<file path="src/rtl/coin_session_ctrl.sv">
// coin_session_ctrl: coin-credit session controller driving a BCD countdown chain (in: Clk nReset CoinIn ModeSel S1 S2 S3; out: CounterEnable CounterInput Active Done Credits Fault)
module coin_session_ctrl #(
  parameter int TICK_DIV    = 1,
  parameter int MAX_CREDIT  = 15,
  parameter int ARM_TIMEOUT = 4
) (
  input  logic       Clk,
  input  logic       nReset,
  input  logic       CoinIn,
  input  logic       ModeSel,
  input  logic [3:0] S1,
  input  logic [3:0] S2,
  input  logic [3:0] S3,
  output logic       CounterEnable,
  output logic [3:0] CounterInput,
  output logic       Active,
  output logic       Done,
  output logic [3:0] Credits,
  output logic       Fault
);
  typedef enum logic [2:0] {IDLE, ARM, RUN, DONE, FAULT} stateType;
  stateType state, stateNext;
  logic coinMeta, coinSync, coinPrev, coinEvt;
  logic [15:0] preCnt;
  logic [7:0] armTimer, armNext;
  logic [3:0] ciNext, afterDec, creditsNext;
  logic tick, zero, dec, inc;
  assign tick = preCnt == 16'(TICK_DIV - 1);
  assign zero = S1 == 4'd0 && S2 == 4'd0 && S3 == 4'd0;
  assign CounterEnable = tick && (state == ARM || (state == RUN && !zero));
  assign Active = state == ARM || state == RUN;
  assign Done = state == DONE;
  assign Fault = state == FAULT;
  assign afterDec = Credits - {3'd0, dec};
  assign inc = coinEvt && state != IDLE && afterDec != 4'(MAX_CREDIT);
  assign creditsNext = afterDec + {3'd0, inc};
  always_comb begin
    stateNext = state;
    armNext = armTimer;
    ciNext = CounterInput;
    dec = 1'b0;
    case (state)
      IDLE: if (coinEvt) begin
        ciNext = ModeSel ? 4'd1 : 4'd9;
        armNext = 8'd0;
        stateNext = ARM;
      end
      ARM: if (!zero) stateNext = RUN;
      else if (tick) begin
        armNext = armTimer + 8'd1;
        stateNext = armNext == 8'(ARM_TIMEOUT) ? FAULT : ARM;
      end
      RUN: stateNext = zero ? DONE : RUN;
      DONE: if (Credits != 4'd0) begin
        dec = 1'b1;
        ciNext = ModeSel ? 4'd1 : 4'd9;
        armNext = 8'd0;
        stateNext = ARM;
      end else stateNext = IDLE;
      FAULT: stateNext = FAULT;
      default: stateNext = IDLE;
    endcase
  end
  always_ff @(posedge Clk or negedge nReset)
    if (!nReset) begin
      state <= IDLE;
      Credits <= 4'd0;
      CounterInput <= 4'd9;
      preCnt <= 16'd0;
      armTimer <= 8'd0;
      coinMeta <= 1'b0;
      coinSync <= 1'b0;
      coinPrev <= 1'b0;
      coinEvt <= 1'b0;
    end else begin
      state <= stateNext;
      Credits <= creditsNext;
      CounterInput <= ciNext;
      preCnt <= tick ? 16'd0 : preCnt + 16'd1;
      armTimer <= armNext;
      coinMeta <= CoinIn;
      coinSync <= coinMeta;
      coinPrev <= coinSync;
      coinEvt <= coinSync & ~coinPrev;
    end
endmodule

</file>
<file path="config.mk">
export PLATFORM = sky130hd
export DESIGN_NAME = coin_session_ctrl
export DESIGN_NICKNAME = d
export VERILOG_FILES = /design/src/rtl/coin_session_ctrl.sv
export SDC_FILE = /design/constraint.sdc
export NUM_CORES = 1
export LEC_CHECK = 0
export CORE_ASPECT_RATIO = 1.25
export CORE_MARGIN = 2
export CORE_UTILIZATION = 48
export CTS_CLUSTER_DIAMETER = 60
export CTS_CLUSTER_SIZE = 30
export DETAILED_ROUTE_END_ITERATION = 6
export GPL_TIMING_DRIVEN = 1
export HOLD_SLACK_MARGIN = 0.02
export PLACE_DENSITY = 0.85
export SLEW_MARGIN = 0
export SYNTH_ARGS = -nofsm -noshare
export SYNTH_HDL_FRONTEND = slang
export SYNTH_SLANG_ARGS = --single-unit
</file>
<file path="constraint.sdc">
create_clock -name Clk -period 2.34 [get_ports Clk]
set_clock_uncertainty 0.2 [all_clocks]
set_input_delay 0.468 -clock Clk [delete_from_list [all_inputs] [get_ports Clk]]
set_output_delay 0.468 -clock Clk [all_outputs]
set_load 0.05 [all_outputs]
</file>
# == Yosys cells after proc, flatten, opt, wreduce, memory -nomap -nowiden ==
# Index checks and enable logic that the tools add are counted.
# word_totals
ff_bits,39
input_bits,16
# op_classes
add_sub_neg,4
n_eq_ne,11
n_mux,19
bitwise_logic,2
n_reduce_logical,21
# op_table
op,count
$mux 8,4
$pmux 8 s3,1
$add 16x1->16 const B,1
$logic_not 16->1,1
$mux 16,1
$pmux 3 s5,1
$logic_not 4->1,3
$mux 3,4
$mux 4,3
$add 8x1->8 const B,1
$eq 8x3->1 const B,1
$pmux 4 s2,1
$eq 3x2->1 const B,2
$logic_and 1x1->1,6
$ne 2x2->1 const B,3
$reduce_bool 3->1,2
$reduce_and 5->1,1
$add 4x1->4,1
$mux 1,4
$ne 4x4->1 const B,1
$reduce_bool 4->1,1
$sub 4x1->4,1
$eq 3x1->1 const B,1
$eq 3x3->1 const B,1
10 further kinds,11

# == Depth between registers and ports, before layout ==
# logic_depth
depth_word,7
depth_mapped,11
mapped_depth_nobuf,10

# == Least setup slack after synthesis ==
# OpenSTA, ideal clock, no wires.
# synth_timing
kind,reg2reg
start,register state[2]
end,register Credits[2]
setup_time_ns,0.128
t_arrival_ns,2.552
required_time_ns,2.012
setup_slack_ns,-0.541
path_stages_with_launch,11
period_less_slack_ns,2.881
path_cell_list,dfrtp_1 clkbuf_1 and3b_1 a21boi_0 ha_1 ha_1 nor4_1 nor2_1 ha_1 ha_1 xnor2_1
# synth_via
elab_chain_len,6
word_cells_on_any_way,8
classes_between,2 x add/sub; 2 x eq/ne; 1 x mux; 3 x reduce/logical
# synth_rtl
item,line_no,rtl
"start, declared",22,"stateType state, stateNext;"
"start signal, assigned",76,state <= stateNext;
$eq 3x2->1 (*),-,
named net Done,17,"output logic Done,"
$mux 1 (*),42,case (state)
$sub 4x1->4 (*),34,"assign afterDec = Credits - {3'd0, dec};"
$ne 4x4->1,35,assign inc = coinEvt && state != IDLE && afterDec != 4'(MAX_CREDIT);
$logic_and 1x1->1,35,
$add 4x1->4 (*),36,"assign creditsNext = afterDec + {3'd0, inc};"
named net creditsNext[2],26,"logic [3:0] ciNext, afterDec, creditsNext;"
"end signal, assigned",77,Credits <= creditsNext;
"end, declared",18,"output logic [3:0] Credits,"
# Mark *: on every way through the listed nets, which the timed path passes. The rest lies on a longest branch.
# A chain may end at the register's enable or synchronous reset.

# == Worst setup path after layout ==
# layout_timing
start,register state[2]
end,register Credits[2]
# layout_via
elab_chain_len,6
word_cells_on_any_way,8
classes_between,2 x add/sub; 2 x eq/ne; 1 x mux; 3 x reduce/logical
# layout_rtl
item,line_no
$eq 3x2->1,42
$mux 1,42
$sub 4x1->4,34
$ne 4x4->1,35
$logic_and 1x1->1,35
$add 4x1->4 (*),36
named net creditsNext[2],26
# Marks and branches as above.

==> flow_summary.ini <==
[outcome]
outcome = finished with violations
failed_checks = negative setup slack

[timing]
max_slew_margin_pct = 66.6
fin_setup_tns_ns = -0.0811
period_needed_ns = 2.41
rsz0062_at_grt = yes
finalHoldViolCount = 0
drv_slew = 0
tightest_slew_ns = 0.499
period_share_pct = 103
max_freq_mhz = 415
setup_ws_ns = -0.0671
setup_viol_count_final = 2

[global_routing]
grt_pass1_vias = 1436
grt.total_usage_pct = 19.5
grt_first_pass_wirelength_um = 6380
gr-total-overflow = 0
antenna_found_initial = 0
grt_start_max_net_pins = 37

[critical_path]
cp.required_ns = 2.33
setup.worst_path.start_class = flip-flop
critical_path_class = flip-flop to flip-flop
r2r-end = Credits[2]
reg2reg_slack_ns = -0.07
worstSetupEndpointType = flip-flop
endpoint = Credits[2]
crit_arrival_ns = 2.39
r2r_start = state[2]
worstSetupStartpoint = state[2]
rr_worst_depth = 10
critPathMaxFanout = 2

[power_and_ir_drop]
sw_frac_of_total_pct = 37.2
switchingPower_uw = 904
total_power_uw = 2430
comb_power_share_pct = 44.6
seqPwrFrac_pct = 30.5
peakVddDrop_v = 0.000410
powerDensity_nw_per_um2 = 968
p_int_uw = 1520
leakagePower_uw = 0.00116
clockPowerShare_pct = 24.9

[place]
gp_congestion = 0.779
dp_slack_ns = -0.146
dp_hpwl_um = 2670
placed_area_sq_um = 2260
port_buffers = 24

[synthesis]
synth_async_sr_flop_share_pct = 100
synthFlopType = dfrtp_1
syn_area_per_cell_sq_um = 10.2
synth.most_common_cell = dfrtp_1
ys_seq_area_share_pct = 48.4
synthTopCellsByCount = dfrtp_1 (35), nand2_1 (14), xnor2_1 (14)
synth_cell_types = 44
synth_area_sq_um = 1860
netlist_top_cells_area = dfrtp_1 (47%), xnor2_1 (6.6%), ha_1 (4.7%)
ys_ff_latch = 36
synthCells = 182
yosysTopAreaCellShare_pct = 47.0
synth_edf_count = 0
ys_warn_count = 0
yosysTopAreaCell = dfrtp_1

[worst_hold_path]
holdCritPathClass = flip-flop to flip-flop

[cts]
h-tree-depth = 2
cts_tree = done
cts.clk_slew.worst_paths_ns = 0.07
clkLatencyLatePin_ns = 0.29
holdBufCountCts = 0
max-clock-path-buffers = 2
numClockSinks = 36
cts_made_buffers = 5
root_buffer = clkbuf_8

[route]
via_per_inst = 5.63
routed_wirelength_um = 3950
vias = 1503
first_pass_iters = 4
drtIter0Drc = 41
wl_per_cell_um = 14.8
postRouteAntennaNets = 0
route.detailed.drc = 0

[finish]
layout.nets = 249
drive_gt1_share_pct = 24.7
area_delta_synth_final_pct = 34.7
multi_input_area_sq_um = 1000
seq_area_sq_um = 902
antenna_cells = 0
nFillCells = 285
final_util_pct = 66.8
final_cell_area_sq_um = 2510

[floorplan]
fp.coreArea_sq_um = 3750
die-area_sq_um = 4400
die_x_um = 59.7
die_h_um = 73.7
ioPinCount = 28
num_rows = 25
initial_core_util_pct = 49.6

[flow_run]
maxCapViolCount = 0
## worst max-delay path, stage by stage (launching register included)
cell and delay, ns:
dfrtp_1 0.38, and3b_2 0.23, a21boi_2 0.15, ha_2 0.23
nand2_2 0.07, xor2_2 0.16, nor4_2 0.29, nor2_1 0.10
ha_2 0.21, ha_4 0.16, xnor2_2 0.12
## layer usage
| metal | vias to the layer above | GRT usage, % | wire, um |
|---|---|---|---|
| li1 | 726 | - | - |
| met1 | 752 | 22.2 | 1660 |
| met2 | 17 | 32.1 | 2100 |
| met3 | 8 | 6.51 | 115 |
| met4 | 0 | 9.88 | 73 |
| met5 | - | 0 | 0 |
## power groups by stage
stage | Combinational [uW] | Sequential (uW) | Clock [uW]
CTS | 1030 | 737 | 614
detailed placement | 993 | 750 | 0
finish | 1080 | 741 | 605
floorplan | 488 | 900 | 0
global route | 1150 | 747 | 638
global placement | 972 | 746 | 0
## metrics by stage
stage / cells / hold WS, ns
after floorplan: 183 / -0.0276
after global routing: 267 / 0.181
final: 267 / 0.156
after CTS: 263 / 0.162
after detailed placement: 252 / 0.146
after global placement: 252 / 0.143
## state kept, by name (all words and copies together), names as in the netlist
| name | count |
|---|---|
| CounterInput | 1 |
| state | 3 |
| coinMeta | 1 |
| coinPrev | 1 |
| coinEvt | 1 |
| coinSync | 1 |
| preCnt | 16 |
| Credits | 4 |
| armTimer | 8 |
## how the worst min path moves through the flow
stage             start         end  slack, ns  cells past startpoint
6_report       coinMeta    coinSync       0.16                      0
3_5_place_dp   coinMeta    coinSync       0.15                      0
3_3_place_gp   coinMeta    coinSync       0.14                      0
5_1_grt        coinMeta    coinSync       0.18                      0
2_1_floorplan    nReset  Credits[0]      -0.03                      0
4_1_cts        coinMeta    coinSync       0.16                      0
## placed cells by master, fill, tap and decap left out, drive strengths merged, types with 3 or more instances in the layout
master	count
dlygate4sd2	9
nand3	12
buf	24
clkdlybuf4s50	10
nor4	6
ha	7
o22a	3
and3	5
nand4	4
clkbuf	7
nand2	14
xor2	3
inv	7
o21ai	4
and4	4
dfrtp	35
xnor2	14
nor2	13
a21boi	3
a21oi	5
nand2b	4
conb	3
nor3	5
## logic make-up after synthesis
group / Yosys count / share of synthesized area, %
AND/OR/NAND/NOR: 78 / 23.6
XOR/XNOR: 17 / 7.99
other: 2 / 0.403
multiplexers: 1 / 0.537
flip-flops: 36 / 48.4
buffers and inverters: 15 / 4.10
adder cells (fa/ha/maj): 7 / 4.70
AO/OA/AOI/OAI: 26 / 10.2
## timing repair
item                                    CTS  global route
setup buffers                             3             4
gates resized for setup                  16             8
endpoints found under the hold margin     0             0
pin swaps                                 7            10
endpoints found under the setup margin    1             4
## area by class of cell
class                           instances  share of cell area, %
Inverter                                7                   1.05
Multi-Input combinational cell        132                   40.0
Clock inverter                          1                   1.20
Sequential cell                        36                   36.0
Timing Repair Buffer                   44                   16.0
Tap cell                               40                   2.00
Clock buffer                            7                   3.84
Power figures use the tool's default switching activity.
